--- config.mk ---
export PLATFORM = sky130hd
export DESIGN_NAME = data_mem_banked
export DESIGN_NICKNAME = d
export VERILOG_FILES = /design/src/rtl/data_mem_pkg.sv /design/src/rtl/data_mem_array.sv /design/src/rtl/data_mem_banked.sv
export SDC_FILE = /design/constraint.sdc
export NUM_CORES = 2
export LEC_CHECK = 0
export CAP_MARGIN = 30
export CORE_MARGIN = 3
export CORE_UTILIZATION = 60
export CTS_BUF_LIST = sky130_fd_sc_hd__clkbuf_8
export DETAILED_ROUTE_END_ITERATION = 16
export DONT_BUFFER_PORTS = 1
export GPL_ROUTABILITY_DRIVEN = 0
export PLACE_DENSITY = 0.76
export SETUP_SLACK_MARGIN = 0.4
export SYNTH_ARGS = -nofsm -noshare
export SYNTH_HDL_FRONTEND = slang
export SYNTH_HIERARCHICAL = 1
export SYNTH_SLANG_ARGS = --single-unit
--- constraint.sdc ---
create_clock -name Clk -period 16.6 [get_ports Clk]
set_input_delay 3.32 -clock Clk [delete_from_list [all_inputs] [get_ports Clk]]
set_output_delay 3.32 -clock Clk [all_outputs]
set_load 0.03 [all_outputs]
--- src/rtl/data_mem_pkg.sv ---
// Shared types for the banked data memory.
// Sequencer states and the lane-count helper.
package data_mem_pkg;

  typedef enum logic {
    ST_CLEAR,
    ST_RUN
  } mem_state_t;

  function automatic int BYTES(input int w);
    return w / 8;
  endfunction

endpackage

--- src/rtl/data_mem_array.sv ---
// Storage core: combinational read port,
// lane-masked synchronous write port.
module data_mem_array
  import data_mem_pkg::*;
#(
  parameter int W = 8,
  parameter int A = 8
) (
  input  logic                  Clk,
  input  logic                  we,
  input  logic [BYTES(W)-1:0]   be,
  input  logic [A-1:0]          addr,
  input  logic [W-1:0]          wdata,
  output logic [W-1:0]          rdata
);

  localparam int NB = BYTES(W);

  logic [W-1:0] core [2**A];

  always_ff @(posedge Clk) begin
    if (we) begin
      for (int i = 0; i < NB; i++) begin
        if (be[i]) core[addr][8*i +: 8] <= wdata[8*i +: 8];
      end
    end
  end

  assign rdata = core[addr];

endmodule

--- src/rtl/data_mem_banked.sv ---
// Single-port data memory with byte lanes,
// post-reset clear sequencer and req/ready handshake.
module data_mem_banked
  import data_mem_pkg::*;
#(
  parameter int W              = 8,
  parameter int A              = 8,
  parameter int RD_LAT         = 0,
  parameter int CLEAR_ON_RESET = 1
) (
  input  logic                Clk,
  input  logic                Reset,
  input  logic                Req,
  input  logic                WriteEn,
  input  logic [BYTES(W)-1:0] ByteEn,
  input  logic [A-1:0]        DataAddress,
  input  logic [W-1:0]        DataIn,
  output logic                Ready,
  output logic                Busy,
  output logic [W-1:0]        DataOut,
  output logic                DataValid
);

  localparam int NB = BYTES(W);

  mem_state_t      state;
  logic [A-1:0]    cnt;
  logic            clearing;
  logic            acc;
  logic            rd_acc;
  logic            arr_we;
  logic [NB-1:0]   arr_be;
  logic [A-1:0]    arr_addr;
  logic [W-1:0]    arr_wdata;
  logic [W-1:0]    rdata;

  assign clearing = ~Reset & (state == ST_CLEAR);
  assign Ready    = ~Reset & (state == ST_RUN);
  assign Busy     = Reset ? (CLEAR_ON_RESET != 0)
                          : (state == ST_CLEAR);
  assign acc      = Req & Ready;
  assign rd_acc   = acc & ~WriteEn;

  // The clear sequencer owns the write port while active.
  always_comb begin
    arr_we    = acc & WriteEn;
    arr_be    = ByteEn;
    arr_addr  = DataAddress;
    arr_wdata = DataIn;
    if (clearing) begin
      arr_we    = 1'b1;
      arr_be    = '1;
      arr_addr  = cnt;
      arr_wdata = '0;
    end
  end

  always_ff @(posedge Clk) begin
    if (Reset) begin
      state <= (CLEAR_ON_RESET != 0) ? ST_CLEAR : ST_RUN;
      cnt   <= '0;
    end else if (state == ST_CLEAR) begin
      cnt <= cnt + 1'b1;
      if (cnt == '1) state <= ST_RUN;
    end
  end

  data_mem_array #(
    .W (W),
    .A (A)
  ) u_array (
    .Clk   (Clk),
    .we    (arr_we),
    .be    (arr_be),
    .addr  (arr_addr),
    .wdata (arr_wdata),
    .rdata (rdata)
  );

  generate
    if (RD_LAT == 0) begin : g_comb
      assign DataOut   = rdata;
      assign DataValid = rd_acc;
    end else begin : g_reg
      logic [W-1:0] dout_q;
      logic         dv_q;

      always_ff @(posedge Clk) begin
        if (Reset) begin
          dout_q <= '0;
          dv_q   <= 1'b0;
        end else if (rd_acc) begin
          dout_q <= rdata;
          dv_q   <= 1'b1;
        end else begin
          dv_q   <= 1'b0;
        end
      end

      assign DataOut   = dout_q;
      assign DataValid = dv_q;
    end
  endgenerate

endmodule

Yosys cells after proc, flatten, opt, wreduce, memory -nomap -nowiden. Memory sizes are Yosys's and may differ from the RTL's. Cells that the tools add are included. Widths: inputs -> output; s select.

Bitwise operators: 8. Multiplexer cells: 10. $add $sub $neg: 1. Eq/ne operators: 1.

Operator list (count): $mux 8 (2); $add 8x1->8 const B (1); $eq 8x8->1 const B (1); $mux 1 (8); $and 1x1->1 (5); $not 1->1 (3).

Input port bits: 21. RAM bits: 2048. Memories: 1. Bits in registers: 9. Word-level logic and storage cells: 23.

Memories: u_array.core (depth 256, width 8, rd ports 1, clocked after memory_dff 0, write ports 1, line data_mem_array.sv:19) `logic [W-1:0] core [2**A];`.

Depth between registers and ports, before layout.
Word-level depth: 7. Gate-level depth with buffers: 12. Gate-level depth less buffers: 7.

By module. The synthesis kept the hierarchy.

By module, submodules not included: data_mem_array (area an instance 78123.7 sq um, cells each 3517, times used 1); data_mem_banked (area an instance 606.8 sq um, cells each 65, times used 1).

Worst setup path before layout. Ideal clock, no wire load.

Kind: input port to flip-flop. Start point: input port Reset. End point: memory u_array.core[0][0] (data pin). Stages on the path: 3. Slack: 5385 ps. Data arrival time: 9765 ps. Cells stage by stage: nor2_8 clkbuf_1 nor2b_1.

Cells in the longest elaborated chain, start to end: 3.

Ends and longest elaborated chain: start: declaration (line data_mem_banked.sv:12) `input logic Reset,`; $not 1->1 (line data_mem_banked.sv:37) `assign clearing = ~Reset & (state == ST_CLEAR);`; $and 1x1->1 (line data_mem_banked.sv:37); $mux 8 (line data_mem_banked.sv:50) `if (clearing) begin`; via arr_wdata[0] (line data_mem_banked.sv:34) `logic [W-1:0] arr_wdata;`; end: declaration (line data_mem_array.sv:19).

The timed path passes the listed nets, and every way through them passes these cells.

Final worst setup path.
Start point: input port Reset. End point: output port DataOut[7].

Cells in the longest elaborated chain, start to end: 4.

Ends and longest elaborated chain: $not 1->1 (line data_mem_banked.sv:37); $and 1x1->1 (line data_mem_banked.sv:37); $mux 8 (line data_mem_banked.sv:50); via arr_addr[1] (line data_mem_banked.sv:33) `logic [A-1:0] arr_addr;`; $mem_v2 256x8; end: declaration (line data_mem_banked.sv:20) `output logic [W-1:0] DataOut,`.

The timed path passes the listed nets, and every way through them passes these cells.

==> results.json <==
{
  "ys_warn_count": 6,
  "die_h_um": 368,
  "start_util": 0.606,
  "drive_gt1_frac": 0.255,
  "final.period_utilization": 0.711,
  "vias": 38500,
  "worstPathArrival_ns": 8.48,
  "cp.required_ns": 13.28,
  "post_synth_main_area_contributors": "edfxtp_1, mux4_2, a22oi_1",
  "ys_ff_latch": 2057,
  "cts_sinks": 2057,
  "clk_latency_ns": 0.97,
  "wl_per_cell_um": 31.6,
  "cts_buffers": 319,
  "grt_pass1_wl_um": 266000,
  "overflow": 0,
  "dp.final_hpwl_um": 101000,
  "critical_path_class": "in2out",
  "syn_area_per_cell_um2": 22.0,
  "finalHoldViolCount": 0,
  "crit_start": "Reset",
  "ctsResizeCount": 0,
  "portBuffers": 0,
  "crit_slowest_cell": "mux2_8",
  "grt_max_degree": 257,
  "netlist_area_um2": 78700,
  "drt-total-wl_um": 180000,
  "synth_cell_type_count": 39,
  "postCtsHoldBufs": 0,
  "start_kind": "primary input",
  "cts_setup_buffers": 0,
  "ir_drop_mv": 0.0917,
  "period_needed_ns": 11.80,
  "fin_nets": 3786,
  "fmax_ghz": 0.0848,
  "yosys.area.top_type_share": 0.781,
  "p_leak_nw": 26.8,
  "grtUsageTotal": 0.271,
  "rr_startpoint": "state",
  "die_area_um2": 136000,
  "tightestPinTransition_ns": 1.49,
  "ff2ff_setup_slack_ns": 11.14,
  "finalMaxSlewViolations": 0,
  "crit_chain": "nor2_8 > mux2_8 > buf_12 > buf_12 > mux4_2 > a22oi_1 > a21oi_1 > o41ai_2 > nand4_1",
  "cts_max_level": 5,
  "syn-num-nets": 3604,
  "whs_ns": 0.548,
  "min_path_type": "reg2reg",
  "max_stage_delay_ns": 0.80,
  "skew_ns": 0.0359,
  "drv_cap": 0,
  "worstHoldStart": "cnt[7]",
  "area_growth_syn_to_layout_pct": 10.0,
  "rsz0062_at_grt": "false",
  "drt-initial-drc-count": 5566,
  "cts_tree": "yes",
  "cts_root_buf": "clkbuf_8",
  "coreArea_um2": 130000,
  "multi_input_area_um2": 16200,
  "worstPathMaxFanout": 143,
  "crit_family": "buffers and inverters",
  "cpMostUsedCell": "buf_12",
  "die_w_um": 368,
  "drc_errors": 0,
  "rows": 132,
  "clockBufferDepth": 4,
  "firstDrtPassIters": 8,
  "finalSetupViolations": 0,
  "clk_pin_slew_worst_paths_ns": 0.06,
  "status": "finished, final reports clean",
  "regArea_um2": 61700,
  "slew_headroom": 0.00880,
  "setup_tns_ns": 0,
  "synth.yosys.seq_area_share": 0.783,
  "via_per_inst": 6.73,
  "crit_path_end_kind": "output port",
  "path_buf_inv": 2,
  "powerDensity_nw_per_um2": 117,
  "grt_pass1_vias": 38900,
  "grt_antenna_before_repair": 6,
  "synthCells": 3582,
  "io_pins": 32,
  "antenna_left": 0,
  "num-fill-cells": 7880,
  "synth_top_cell_by_area": "edfxtp_1"
}
==> worst paths after layout <==
path,to,depth (start not counted)
worst max-delay path,DataOut[7],9
worst max register to register,u_array/core[21][7],6
worst min-delay path,cnt[7],2
worst min register to register,cnt[7],2
==> metal layers <==
| layer | track usage | routed length (um) | up-vias |
|---|---|---|---|
| met1 | 0.386 | 65900 | 20000 |
| met5 | 0 | 27 | - |
| li1 | - | - | 15600 |
| met3 | 0.0702 | 21500 | 388 |
| met2 | 0.414 | 86400 | 2488 |
| met4 | 0.101 | 6610 | 4 |
==> through the flow <==
stage / cells / setup slack, ns / area (um^2) / util / power [mW]
floorplan: 3582 / 5.38 / 78700 / - / 6.31
finish: 5717 / 4.80 / 86600 / 0.666 / 10.1
CTS: 5707 / 4.68 / 86400 / 0.665 / 10.2
global route: 5717 / 4.51 / 86600 / 0.666 / 10.4
global placement: 5148 / 4.24 / 80600 / 0.620 / 6.50
detailed placement: 5176 / 4.68 / 81000 / 0.623 / 6.52
==> where the power goes <==
| part | total, mW | leakage, nW | switching (mW) | internal (mW) |
|---|---|---|---|---|
| clock | 3.69 | 3.15 | 1.82 | 1.87 |
| sequential | 5.72 | 18.8 | 0.00256 | 5.72 |
| combinational | 0.691 | 4.88 | 0.428 | 0.264 |
| total | 10.1 | 26.8 | 2.25 | 7.85 |
==> kinds of logic (layout without fill, tap and decap cells) <==
group	Yosys count	in the layout	synth area share
AOI/OAI and AO/OA	423	423	0.0366
xor gates and xnor gates	4	4	0.000445
adders and majority gates	1	1	0.000159
buffers and inverters	229	621	0.0130
DFF	2057	2057	0.783
muxes	521	521	0.148
other	0	1	0
and+or+nand+nor	347	347	0.0186
==> cell usage after synthesis <==
cell,instances
nand2b_1,3
and2b_2,1
mux2i_1,1
mux4_2,512
or2_2,2
clkbuf_1,145
or2b_1,1
and2b_1,6
and4_1,1
nand4b_4,1
mux2_2,8
nor4_1,1
o21ai_0,2
edfxtp_1,2048
a21oi_1,131
nand4b_1,1
inv_1,1
buf_6,9
o21ba_2,1
a22oi_1,256
o21bai_1,1
ha_1,1
or3_1,2
nand4_1,9
nor2b_1,8
nor2_1,266
xnor2_1,1
nor2_8,1
dfxtp_1,9
buf_4,12
buf_1,23
buf_2,39
xor2_1,3
nand2_1,33
nand3_1,5
o41ai_1,32
and2_1,2
nor3_1,1
nor3b_1,3
==> final cells by class <==
| cell class | count | area share |
|---|---|---|
| Clock buffer | 322 | 0.0512 |
| Antenna cell | 1 | 0.0000289 |
| Inverter | 1 | 0.0000433 |
| Clock inverter | 209 | 0.0113 |
| Sequential cell | 2057 | 0.712 |
| Timing Repair Buffer | 89 | 0.0133 |
| Tap cell | 1742 | 0.0252 |
| Multi-Input combinational cell | 1296 | 0.187 |
==> tightest hold or removal path, cell delays in order (launching register included) <==
cell	delay, ns
dfxtp_1	0.34
o21ai_0	0.10
a21oi_1	0.07
==> sequential cells by signal, summed over array words and instances (netlist names) <==
name          count
state             1
cnt               8
u_array/core   2048
==> layout by cell type (no fill, tap or decap), types with 13 or more instances in the layout <==
cell / synthesis / layout
edfxtp_1: 2048 / 2048
mux4_2: 512 / 512
clkbuf_8: 0 / 322
nor2_1: 266 / 265
a22oi_1: 256 / 256
a21oi_1: 131 / 131
inv_1: 1 / 100
clkinv_1: 0 / 70
buf_4: 12 / 45
clkinv_2: 0 / 28
o41ai_1: 32 / 27
buf_12: 0 / 19
nand2_1: 33 / 17
nand2_2: 0 / 16
buf_16: 0 / 13
No activity file was read; power rests on OpenSTA's default activity.
